$ cat src/rtl/mem_slot_sched_if.sv
// Shared-memory slot scheduler bus bundle.
// Requester ports, memory port, phase and clock enables.
interface mem_slot_sched_if #(
  parameter int AW = 24,
  parameter int DW = 16
);
  logic [2:0]    PHASE;
  logic          CE_12M;
  logic          CE_6M;
  logic          CE_3M;
  logic          V_REQ;
  logic [AW-1:0] V_ADDR;
  logic          V_ACK;
  logic          C_REQ;
  logic [AW-1:0] C_ADDR;
  logic          C_WE;
  logic [DW-1:0] C_WDATA;
  logic          C_ACK;
  logic          Z_REQ;
  logic [AW-1:0] Z_ADDR;
  logic          Z_WE;
  logic [DW-1:0] Z_WDATA;
  logic          Z_ACK;
  logic [DW-1:0] RDATA;
  logic          MEM_CMD;
  logic          MEM_WE;
  logic [AW-1:0] MEM_ADDR;
  logic [DW-1:0] MEM_WDATA;
  logic [DW-1:0] MEM_RDATA;

  modport slave (
    output PHASE, CE_12M, CE_6M, CE_3M,
    input  V_REQ, V_ADDR,
    output V_ACK,
    input  C_REQ, C_ADDR, C_WE, C_WDATA,
    output C_ACK,
    input  Z_REQ, Z_ADDR, Z_WE, Z_WDATA,
    output Z_ACK, RDATA,
    output MEM_CMD, MEM_WE, MEM_ADDR, MEM_WDATA,
    input  MEM_RDATA
  );

  modport master (
    input  PHASE, CE_12M, CE_6M, CE_3M,
    output V_REQ, V_ADDR,
    input  V_ACK,
    output C_REQ, C_ADDR, C_WE, C_WDATA,
    input  C_ACK,
    output Z_REQ, Z_ADDR, Z_WE, Z_WDATA,
    input  Z_ACK, RDATA,
    input  MEM_CMD, MEM_WE, MEM_ADDR, MEM_WDATA,
    output MEM_RDATA
  );
endinterface

$ cat src/rtl/mem_slot_sched.sv
// 8-phase slot scheduler: 12/6/3 MHz enables and a
// shared memory port for VID, CPU and Z80.
module mem_slot_sched #(
  parameter int AW     = 24,
  parameter int DW     = 16,
  parameter int RD_LAT = 2
) (
  input logic CLK_24M,
  input logic nRESETP,
  mem_slot_sched_if.slave bus
);
  // one-hot requester bit positions
  localparam int V = 0;
  localparam int C = 1;
  localparam int Z = 2;

  logic [2:0]    phase;
  logic [2:0]    busy;
  logic [2:0]    ack;
  logic [2:0]    ack_d;
  logic [2:0]    cmd_own;
  logic [2:0]    pipe [RD_LAT];
  logic          rr_z;
  logic [2:0]    elig;
  logic [2:0]    own;
  logic [2:0]    gnt;
  logic          free;
  logic          rr_flip;
  logic          sel_we;
  logic [AW-1:0] sel_addr;
  logic [DW-1:0] sel_wdata;

  assign bus.PHASE  = phase;
  assign bus.CE_12M = phase[0];
  assign bus.CE_6M  = &phase[1:0];
  assign bus.CE_3M  = &phase;

  assign elig = {bus.Z_REQ, bus.C_REQ, bus.V_REQ} & ~busy;
  assign free = phase[0] & ~(&phase);

  assign ack       = pipe[RD_LAT-1];
  assign bus.V_ACK = ack[V];
  assign bus.C_ACK = ack[C];
  assign bus.Z_ACK = ack[Z];
  assign bus.RDATA = (|ack) ? bus.MEM_RDATA : '0;

  // Slot owner, then VID fallback, then CPU/Z80 round-robin
  always_comb begin
    own = '0;
    case (phase)
      3'd0, 3'd4: own[V] = 1'b1;
      3'd2, 3'd6: own[C] = 1'b1;
      3'd7:       own[Z] = 1'b1;
      default:    own = '0;
    endcase
    gnt = '0;
    if (|(own & elig))
      gnt = own;
    else if (elig[V])
      gnt[V] = 1'b1;
    else if (elig[C] && (!rr_z || !elig[Z]))
      gnt[C] = 1'b1;
    else if (elig[Z])
      gnt[Z] = 1'b1;
    rr_flip = free & (gnt[C] | gnt[Z]);
  end

  // Command mux for the granted requester
  always_comb begin
    sel_we    = 1'b0;
    sel_addr  = '0;
    sel_wdata = '0;
    unique case (1'b1)
      gnt[V]: begin
        sel_addr = bus.V_ADDR;
      end
      gnt[C]: begin
        sel_we    = bus.C_WE;
        sel_addr  = bus.C_ADDR;
        sel_wdata = bus.C_WDATA;
      end
      gnt[Z]: begin
        sel_we    = bus.Z_WE;
        sel_addr  = bus.Z_ADDR;
        sel_wdata = bus.Z_WDATA;
      end
      default: begin
        sel_we = 1'b0;
      end
    endcase
  end

  // Phase, memory command, owner pipeline and busy flags
  always_ff @(posedge CLK_24M or negedge nRESETP) begin
    if (!nRESETP) begin
      phase         <= 3'd4;
      bus.MEM_CMD   <= 1'b0;
      bus.MEM_WE    <= 1'b0;
      bus.MEM_ADDR  <= '0;
      bus.MEM_WDATA <= '0;
      cmd_own       <= '0;
      ack_d         <= '0;
      busy          <= '0;
      rr_z          <= 1'b0;
      for (int i = 0; i < RD_LAT; i++)
        pipe[i] <= '0;
    end else begin
      phase       <= phase + 3'd1;
      bus.MEM_CMD <= |gnt;
      bus.MEM_WE  <= sel_we;
      if (|gnt) begin
        bus.MEM_ADDR  <= sel_addr;
        bus.MEM_WDATA <= sel_wdata;
      end
      cmd_own <= gnt;
      pipe[0] <= cmd_own;
      for (int i = 1; i < RD_LAT; i++)
        pipe[i] <= pipe[i-1];
      ack_d <= ack;
      busy  <= (busy | gnt) & ~ack_d;
      rr_z  <= rr_z ^ rr_flip;
    end
  end
endmodule

$ cat src/flat_wrapper.sv
// flat-port wrapper written by rule: the top's interface ports become plain ports
module mem_slot_sched_flat 
#(
  parameter int AW     = 24,
  parameter int DW     = 16,
  parameter int RD_LAT = 2
)
  (CLK_24M, nRESETP, bus_PHASE, bus_CE_12M, bus_CE_6M, bus_CE_3M, bus_V_REQ, bus_V_ADDR, bus_V_ACK, bus_C_REQ, bus_C_ADDR, bus_C_WE, bus_C_WDATA, bus_C_ACK, bus_Z_REQ, bus_Z_ADDR, bus_Z_WE, bus_Z_WDATA, bus_Z_ACK, bus_RDATA, bus_MEM_CMD, bus_MEM_WE, bus_MEM_ADDR, bus_MEM_WDATA, bus_MEM_RDATA);
  mem_slot_sched_if #(.AW(AW), .DW(DW)) bus_i ();
  input logic CLK_24M;
  input logic nRESETP;
  output wire logic [$bits(bus_i.PHASE)-1:0] bus_PHASE;
  output wire logic [$bits(bus_i.CE_12M)-1:0] bus_CE_12M;
  output wire logic [$bits(bus_i.CE_6M)-1:0] bus_CE_6M;
  output wire logic [$bits(bus_i.CE_3M)-1:0] bus_CE_3M;
  input wire logic [$bits(bus_i.V_REQ)-1:0] bus_V_REQ;
  input wire logic [$bits(bus_i.V_ADDR)-1:0] bus_V_ADDR;
  output wire logic [$bits(bus_i.V_ACK)-1:0] bus_V_ACK;
  input wire logic [$bits(bus_i.C_REQ)-1:0] bus_C_REQ;
  input wire logic [$bits(bus_i.C_ADDR)-1:0] bus_C_ADDR;
  input wire logic [$bits(bus_i.C_WE)-1:0] bus_C_WE;
  input wire logic [$bits(bus_i.C_WDATA)-1:0] bus_C_WDATA;
  output wire logic [$bits(bus_i.C_ACK)-1:0] bus_C_ACK;
  input wire logic [$bits(bus_i.Z_REQ)-1:0] bus_Z_REQ;
  input wire logic [$bits(bus_i.Z_ADDR)-1:0] bus_Z_ADDR;
  input wire logic [$bits(bus_i.Z_WE)-1:0] bus_Z_WE;
  input wire logic [$bits(bus_i.Z_WDATA)-1:0] bus_Z_WDATA;
  output wire logic [$bits(bus_i.Z_ACK)-1:0] bus_Z_ACK;
  output wire logic [$bits(bus_i.RDATA)-1:0] bus_RDATA;
  output wire logic [$bits(bus_i.MEM_CMD)-1:0] bus_MEM_CMD;
  output wire logic [$bits(bus_i.MEM_WE)-1:0] bus_MEM_WE;
  output wire logic [$bits(bus_i.MEM_ADDR)-1:0] bus_MEM_ADDR;
  output wire logic [$bits(bus_i.MEM_WDATA)-1:0] bus_MEM_WDATA;
  input wire logic [$bits(bus_i.MEM_RDATA)-1:0] bus_MEM_RDATA;
  assign bus_PHASE = bus_i.PHASE;
  assign bus_CE_12M = bus_i.CE_12M;
  assign bus_CE_6M = bus_i.CE_6M;
  assign bus_CE_3M = bus_i.CE_3M;
  assign bus_i.V_REQ = bus_V_REQ;
  assign bus_i.V_ADDR = bus_V_ADDR;
  assign bus_V_ACK = bus_i.V_ACK;
  assign bus_i.C_REQ = bus_C_REQ;
  assign bus_i.C_ADDR = bus_C_ADDR;
  assign bus_i.C_WE = bus_C_WE;
  assign bus_i.C_WDATA = bus_C_WDATA;
  assign bus_C_ACK = bus_i.C_ACK;
  assign bus_i.Z_REQ = bus_Z_REQ;
  assign bus_i.Z_ADDR = bus_Z_ADDR;
  assign bus_i.Z_WE = bus_Z_WE;
  assign bus_i.Z_WDATA = bus_Z_WDATA;
  assign bus_Z_ACK = bus_i.Z_ACK;
  assign bus_RDATA = bus_i.RDATA;
  assign bus_MEM_CMD = bus_i.MEM_CMD;
  assign bus_MEM_WE = bus_i.MEM_WE;
  assign bus_MEM_ADDR = bus_i.MEM_ADDR;
  assign bus_MEM_WDATA = bus_i.MEM_WDATA;
  assign bus_i.MEM_RDATA = bus_MEM_RDATA;
  mem_slot_sched #(.AW(AW), .DW(DW), .RD_LAT(RD_LAT)) u_core (.CLK_24M(CLK_24M), .nRESETP(nRESETP), .bus(bus_i));
endmodule
$ cat config.mk
export PLATFORM = sky130hd
export DESIGN_NAME = mem_slot_sched_flat
export DESIGN_NICKNAME = d
export VERILOG_FILES = /design/src/rtl/mem_slot_sched_if.sv /design/src/rtl/mem_slot_sched.sv /design/src/flat_wrapper.sv
export SDC_FILE = /design/constraint.sdc
export NUM_CORES = 1
export LEC_CHECK = 0
export BUFFER_PORTS_ARGS = -buffer_cell sky130_fd_sc_hd__buf_2
export CORE_MARGIN = 3
export CORE_UTILIZATION = 44
export CTS_CLUSTER_SIZE = 20
export DETAILED_ROUTE_END_ITERATION = 7
export GPL_ROUTABILITY_DRIVEN = 1
export PLACE_DENSITY = 0.85
export REMOVE_ABC_BUFFERS = 1
export SLEW_MARGIN = 40
export SYNTH_ARGS = -nofsm -noshare
export SYNTH_HDL_FRONTEND = slang
export SYNTH_SLANG_ARGS = --single-unit
$ cat constraint.sdc
create_clock -name CLK_24M -period 5.1 [get_ports CLK_24M]
set_input_delay 0.51 -clock CLK_24M [delete_from_list [all_inputs] [get_ports CLK_24M]]
set_output_delay 0.51 -clock CLK_24M [all_outputs]
set_load 0.01 [all_outputs]
==> impl_summary.md, run 1 <==
Worst setup path
The startpoint of the worst-slack reg-to-reg timing path is u_core.bus.PHASE[0]. In this run the register-to-register setup slack is 2600 ps. The slowest library cell on the worst path is sky130_fd_sc_hd__clkinv_2. Measured in cells, the most critical reg-to-reg path has a length of 8. The data required time at the worst endpoint is 5290 ps. STA classifies the critical path endpoint as a register.

The critical path start-end classification is register to register. In this run the critical register-to-register path is captured at u_core.bus.MEM_ADDR[22]. Grouping stages by cell kind, the critical path spends the most delay in compound AO/OA/AOI/OAI gates.

Of all nets on the critical path, the largest fanout is 45. The arrival time of the worst setup path is 2680 ps. The category of the worst setup path launch point is a register. The delay contributed by the slowest stage of the critical path is 520 ps. Traced cell by cell, the critical path runs through inv_1 -> ha_1 -> nor2b_1 -> o211a_1 -> o22ai_4 -> clkinv_2 -> a2111oi_2 -> nor3_1. The count of buffer and inverter cells on the critical path is 2.

Clocking
The clock buffer count from CTS is 9. The hold-fix buffer count after cts is 0. Clock latency on the worst-skew pair, taken at its later pin, is 320 ps.

Once the clock tree was built, the setup fixing pass inserted 0 buffers. The clock tree from TritonCTS is yes. The tree built by TritonCTS fans out to 61 sinks. The buffer levels on the longest clock path is 2. The clock root buffer master is sky130_fd_sc_hd__clkbuf_8. Gates resized during post-CTS repair numbered 0. The number of H-tree levels is 3. Clock-pin slew was measured on the worst setup and hold paths at 70 ps.

Cells and area
Compared with the post-synthesis result, the final layout area differs by 43.9%. Counting the fill cells in the layout gives 497. The net count reported at finish is 600.

The repair_antennas step left the layout with diodes totalling 0. The fraction of layout cells with a size suffix above 1 is 46.7%.

Pwr
In this run, the clock network consumes 21.7% of the power. The part of the power in registers is 38.0%. Of the total power, combinational logic draws 40.4%. The worst IR drop on VDD is 340 uV. The internal cell power is 1.28 mW. The static leakage is 2.20 nW. Net switching is 36.9% of the power. The switching power of the nets is 752 uW. The power density over the cells is 506 mW/mm^2.

Floorplanning
The horizontal extent of the die is 85.7 um. The vertical die dimension is 85.7 um. The top-level I/O count is 194. The die covers 0.00734 mm^2. Row generation in the floorplan step produced 28 rows.

The region available for standard cell placement spans 0.00603 mm^2. The initial utilization of the core area, before any placement, comes to 46.4%.

STA
Setup repair after global routing left no endpoint under its margin. In this run the tightest slew margin relative to its limit is 57.3%. The accumulated negative setup slack is 0 ps. At the pin with the least slew margin, the transition time is 641 ps. The tightest hold path in the finished design has a slack of 241 ps. Between clock sinks in the finished design, the worst skew comes to 10.1 ps. The minimum clock period is 2500 ps. The max-slew violation total from the final report was 0.

Derived from the worst setup path, the maximum achievable clock frequency is 401 MHz. The number of hold violations in the final report is 0. The final count of negative-setup-slack endpoints is 0. The worst path uses 49.0% of the clock period.

Global route
Entering global routing, the biggest net connects 62 pins. The number of antenna violations at the first check in global routing came to 0. The first global-routing pass estimated 13.2 mm of wire. The via count of the first global-routing pass was 2907.

For this run, the total global-route usage over all layers was measured as 22.4%. The overflow left after global routing is 0.

Placement
The congestion estimate from routability-driven global placement came to 0.836. Buffers placed on the I/O ports in this run total 193. The half-perimeter wire length after placement is 5.87 mm.

Synth
The main flop type after synthesis is sky130_fd_sc_hd__dfrtp_1. The netlist area before placement is 0.00279 mm^2. The number of different library cells in the post-synthesis netlist is 31. The number of synthesized flops with an enable pin is 0.

The Yosys step of the flow raised 0 warnings. The cell count after synthesis came out at 283. The post-synthesis area per instance is 9.87 um^2. For this run, the register share of the synthesized area comes to 54.7%.

The flip-flop and latch count after synthesis is 61. Counting flops with an async set or reset pin after synthesis yields a share of 100%.

Drt
The routed via count is 2922. The total routed wirelength is 8.28 mm. The number of iterations in the first detailed-routing pass is 4. The detail-routed net length per standard cell is 15.1 um. The violation count after the first detailed-route iteration is 114.

The mean number of vias per cell is 5.33. The detail route stage leaves a number of antenna-violating nets equal to 0. The remaining routing DRC violations is 0.

Status
The flow ran to the end, and the final reports show no timing, DRC or antenna violations.

Flow run
The max-capacitance violation count is 0.

Hold path
The classification of the worst-slack hold path is input port to async pin.
==> placed cells by master, fill, tap and decap left out, types with 2 or more instances in the layout <==
master,synthesis,layout
sky130_fd_sc_hd__buf_2,7,193
sky130_fd_sc_hd__nand3_1,63,63
sky130_fd_sc_hd__dfrtp_1,60,60
sky130_fd_sc_hd__nand2_1,42,41
sky130_fd_sc_hd__a22oi_1,39,39
sky130_fd_sc_hd__nor2b_1,18,18
sky130_fd_sc_hd__clkbuf_8,0,12
sky130_fd_sc_hd__nor2_1,7,7
sky130_fd_sc_hd__nand3b_1,4,4
sky130_fd_sc_hd__nor3_1,4,4
sky130_fd_sc_hd__ha_1,4,4
sky130_fd_sc_hd__nand2b_1,2,2
sky130_fd_sc_hd__clkinv_2,0,2
sky130_fd_sc_hd__inv_1,2,2
sky130_fd_sc_hd__a2111oi_2,2,2
sky130_fd_sc_hd__buf_4,1,2
==> metal layers <==
metal / GRT usage, % / vias up / wire [um]
li1: - / 1382 / -
met1: 26.6 / 1366 / 3140
met2: 39.1 / 154 / 4200
met3: 5.00 / 20 / 767
met4: 9.21 / 0 / 171
met5: 0 / - / 0
==> layout make-up <==
type	count	area, um^2	share of cell area [%]
clock buffers	12	165	4.11
clock inverters	3	43.8	1.09
inverters	3	12.5	0.311
multi-input cells	198	1190	29.5
flip-flops and latches	61	1530	38.0
well taps	75	93.8	2.33
repair buffers	196	992	24.7
==> how the worst max path moves through the flow <==
stage                        startpoint                      end  slack, ps  cells past startpoint
floorplan           u_core.bus.PHASE[0]  u_core.bus.MEM_ADDR[22]       2020                      8
global placement    u_core.bus.PHASE[0]              u_core.rr_z       2560                      7
detailed placement  u_core.bus.PHASE[1]  u_core.bus.MEM_ADDR[22]       2730                      7
CTS                 u_core.bus.PHASE[1]  u_core.bus.MEM_ADDR[22]       2710                      7
global route        u_core.bus.PHASE[0]  u_core.bus.MEM_ADDR[22]       2350                      8
finish              u_core.bus.PHASE[0]  u_core.bus.MEM_ADDR[22]       2600                      8
==> state kept, by name (all words and copies together) (netlist names) <==
name                  flops
u_core.bus.MEM_WDATA     16
u_core.bus.MEM_ADDR      24
u_core.cmd_own            3
u_core.pipe               3
u_core.rr_z               1
u_core.bus.PHASE          3
u_core.ack                3
u_core.ack_d              3
u_core.bus.MEM_WE         1
u_core.busy               3
u_core.bus.MEM_CMD        1
==> power by group through the flow <==
stage                     Clock, mW  Sequential (mW)  Combinational [mW]
after floorplan                   0            0.845               0.375
after global placement            0            0.771               0.797
after detailed placement          0            0.779               0.831
after CTS                     0.453            0.773               0.830
after global routing          0.471            0.795               0.903
final                         0.441            0.773               0.822
==> cell families (layout without fill, tap and decap cells) <==
group           count (synthesis)  after routing  synth area share, %
flops                          61             61                 54.7
fa+ha+maj                       4              4                 1.79
buf+inv                        24            214                 3.94
simple gates                  141            141                 24.5
compound gates                 52             52                 14.8
xor+xnor                        1              1                0.314
==> metrics by stage <==
step,area (um^2),std cells,utilization (%),total power [mW],setup slack [ps]
after floorplan,2700,262,-,1.22,2020
after global placement,3790,533,62.8,1.57,2560
after detailed placement,3810,533,63.2,1.61,2730
after CTS,4020,548,66.7,2.06,2710
after global routing,4020,548,66.7,2.17,2350
final,4020,548,66.7,2.04,2600
==> synth_stat cells (2+ instances only) <==
cell type                    n  area share, %
sky130_fd_sc_hd__ha_1        4            1.8
sky130_fd_sc_hd__clkbuf_1   12            1.6
sky130_fd_sc_hd__nand3_1    63             11
sky130_fd_sc_hd__nand2_1    42            5.6
sky130_fd_sc_hd__nand2b_1    2           0.45
sky130_fd_sc_hd__nor3_1      4           0.72
sky130_fd_sc_hd__nor2_1      7           0.94
sky130_fd_sc_hd__dfrtp_1    60             54
sky130_fd_sc_hd__inv_1       2           0.27
sky130_fd_sc_hd__nand3b_1    4            1.1
sky130_fd_sc_hd__a22oi_1    39             10
sky130_fd_sc_hd__buf_2       7            1.3
sky130_fd_sc_hd__nor2b_1    18            4.0
sky130_fd_sc_hd__a2111oi_2   2            1.1
No activity file was read; power rests on OpenSTA's default activity.
==> run 2, diff against run 1 <==
--- a/config.mk
+++ b/config.mk
@@ -7,11 +7,11 @@
 export LEC_CHECK = 0
 export BUFFER_PORTS_ARGS = -buffer_cell sky130_fd_sc_hd__buf_2
 export CORE_MARGIN = 3
-export CORE_UTILIZATION = 44
+export CORE_UTILIZATION = 41
 export CTS_CLUSTER_SIZE = 20
 export DETAILED_ROUTE_END_ITERATION = 7
 export GPL_ROUTABILITY_DRIVEN = 1
-export PLACE_DENSITY = 0.85
+export PLACE_DENSITY = 0.8
 export REMOVE_ABC_BUFFERS = 1
 export SLEW_MARGIN = 40
 export SYNTH_ARGS = -nofsm -noshare
==> constraint.sdc (replaced) <==
create_clock -name CLK_24M -period 2.3 [get_ports CLK_24M]
set_input_delay 0.23 -clock CLK_24M [delete_from_list [all_inputs] [get_ports CLK_24M]]
set_output_delay 0.23 -clock CLK_24M [all_outputs]
set_load 0.01 [all_outputs]
==> run 2 against run 1 <==
Hold slack got worse by 130 ps. Critical endpoint is now u_core.bus.MEM_ADDR[0]. Die area increased by 6.8%. Sequential power grew 120%.
==> impl_summary.md, run 2 (synthesis gave the netlist of run 1 again) <==
Cells and area
The net count reported at finish is 609. The post-route netlist has 47.2% of its cells at a drive strength greater than 1. The register name with the most flops is u_core.bus.MEM_ADDR. The largest registers in the layout are u_core.bus.MEM_ADDR x24, u_core.bus.MEM_WDATA x16. The leading cell type in the layout, fill and taps excluded is sky130_fd_sc_hd__buf_2. The number of antenna diodes in the final layout is 0. The post-route core utilization is 63.5%. The area growth from synthesis to layout is 46.9%.

The filler cell count in the final layout is 573. Once layout is complete, the cells apart from fillers number 560. The flip-flop count of the largest register, all copies and words added is 24. The finished cells cover 0.00410 mm^2. The library cells used most frequently in the layout, excluding fill and tap cells, are 193 x sky130_fd_sc_hd__buf_2, 63 x sky130_fd_sc_hd__nand3_1, 60 x sky130_fd_sc_hd__dfrtp_1.

Clocking
The clock root buffer master is sky130_fd_sc_hd__clkbuf_8. The clock transition time at the flip-flop clock pins of the worst setup and hold paths is 80 ps. The H-tree was split into 3 levels. The clock tree from TritonCTS is yes. The later pin in the worst-skew pair is clocked with a latency of 330 ps. The clock passes through at most 2 buffers. The clock buffer count from CTS is 9. The number of sinks handled by clock tree synthesis is 61.

Hold path
The startpoint identified for the worst hold timing path is bus_Z_ADDR[6]. The endpoint of the worst hold-timing path is u_core.bus.MEM_ADDR[6]. The cell count of the worst hold path is 3. The classification of the worst-slack hold path is input port to register.

Pwr
The worst IR drop on VDD is 626 uV. Power spread over the standard cell area amounts to 1130 mW/mm^2. For this design the static power due to leakage is 2.24 nW.

Drt
Wires add up to 8.74 mm. The first detailed-routing pass ran for 5 iterations. In the final routed layout, each cell accounts on average for 15.6 um. The routed via count is 2915. Using the TritonRoute via totals, the vias-per-cell ratio works out to 5.21. Once detail routing completed, the nets flagged for antenna violations numbered 0. In this run, the number of DRC markers left after iteration 0 of detailed routing was 156. In the routed design, unresolved DRC markers number 0.

Worst setup path
The category of the worst setup path launch point is a register. The critical path start-end classification is register to register. The cell family with the largest share of critical-path delay is compound AO/OA/AOI/OAI gates. The data required time at the worst endpoint is 2500 ps. The worst setup path is captured at a register.

The critical path goes through inv_1 -> ha_1 -> nand3b_1 -> and2_4 -> a32o_2 -> buf_4 -> a22oi_1 -> nand3_1. In this run the number of cells on the critical path is 8. The arrival time of the worst setup path is 2340 ps. The count of buffer and inverter cells on the critical path is 2. The setup check on the worst reg-to-reg path leaves a slack of 150 ps. On the critical path, the stage with the largest delay is an instance of sky130_fd_sc_hd__dfrtp_1. Along the worst path, the maximum fanout reaches 21.

The endpoint of the most critical register-to-register path is u_core.bus.MEM_ADDR[0]. The number of cells on the worst reg-to-reg path is 8. For this run, the slowest stage of the critical path takes 410 ps. The worst register-to-register path begins at u_core.bus.PHASE[0].

STA
The final critical-path share of the clock period is 93.4%. The actual slew at the worst max-slew pin is 661 ps. The number of hold violations in the final report was 0. The max-slew violation total from the final report is 0. The minimum clock period is 2150 ps. The clock tree skew after final layout is 13.2 ps. Setup repair after global routing left no endpoint under its margin. The relative slew slack is 55.9%. The tightest hold path in the finished design has a slack of 110 ps. The fmax is 466 MHz. In the final timing run, aggregate negative setup slack is 0 ps. Setup violations remaining at the end of the flow were counted as 0.

Floorplanning
The vertical die dimension is 88.6 um. The horizontal extent of the die is 88.6 um. The floorplan has 29 rows. 194 I/O pins were placed. The core region is 0.00646 mm^2. The floorplan step defined a die boundary enclosing 0.00784 mm^2. Once the floorplan was initialized, standard cells occupied 43.3% of the core.

Global route
Across every metal layer, demand over resource in global routing totals 21.8%. The number of antenna violations at the first check in global routing was 0. The overflow left after global routing is 0.

The via count of the first global-routing pass is 2788. The first global-routing pass estimated 13.1 mm of wire. The pin count of the biggest net entering global routing is 42.

Placement
In this run the tool buffered the top-level ports with 193 buffer cells. The routability congestion estimate is 0.820. The half-perimeter wire length after placement is 6.61 mm. The post-detailed-placement cell area is 0.00386 mm^2. The cell count after placement is 543.

Flow run
Max-cap violations in this run came to 0.

Status
The run finished with clean final reports.
-- run 2: changes by cell type in the layout (fill, tap and decap cells not counted), sizes merged --
cell,previous run,this run
buf,196,204
clkinvlp,0,1
dlygate4sd3,0,1
bufinv,1,2
inv,2,3
clkinv,3,1
-- run 2: timing repair --
item / in CTS / in global routing
hold endpoints to repair: 27 / 0
hold buffers: 1 / 0
setup buffers: 0 / 0
resized for setup: 0 / 4
endpoints found under the setup margin: 0 / 36
-- run 2: tightest hold or removal path, cell delays in order --
cell and delay, ps:
sky130_fd_sc_hd__buf_2 70, sky130_fd_sc_hd__nand2_1 40, sky130_fd_sc_hd__nand3_1 70
-- run 2: worst max path at each step --
stage	start	endpoint	slack [ps]
global placement	u_core.bus.PHASE[0]	u_core.rr_z	130
CTS	u_core.bus.PHASE[0]	u_core.rr_z	60
finish	u_core.bus.PHASE[0]	u_core.bus.MEM_ADDR[0]	150
global route	u_core.bus.PHASE[0]	u_core.bus.MEM_ADDR[16]	3
detailed placement	u_core.bus.PHASE[0]	u_core.rr_z	70
floorplan	u_core.bus.PHASE[0]	u_core.bus.MEM_ADDR[22]	-780
-- run 2: routing by layer --
layer	vias up	GRT usage, %	share of wire (%)
met5	-	0	0
met4	0	5.22	0.84
met3	6	5.87	7.5
met2	137	37.6	51
met1	1373	27.2	40
li1	1399	-	-
-- run 2: report_power, final --
group	total, mW	leakage, nW	switching [mW]	internal [mW]
Clock	1.05	0.107	0.409	0.639
Combinational	1.88	1.37	1.07	0.811
Sequential	1.72	0.763	0.221	1.49
Total	4.64	2.24	1.70	2.94
-- run 2: layout make-up --
| cell class | instances | area [um^2] | area share [%] |
|---|---|---|---|
| Clock buffer | 12 | 145 | 3.54 |
| Clock inverter | 4 | 72.6 | 1.77 |
| Inverter | 3 | 13.8 | 0.335 |
| Multi-Input combinational cell | 198 | 1180 | 28.7 |
| Sequential cell | 61 | 1530 | 37.2 |
| Tap cell | 77 | 96.3 | 2.35 |
| Timing Repair Buffer | 205 | 1070 | 26.1 |
-- run 2: metrics by stage --
stage,power [mW],setup slack [ps]
finish,4.64,153
global route,4.94,2.92
CTS,4.68,57.8
detailed placement,3.62,74.7
global placement,3.54,128
floorplan,2.71,-780
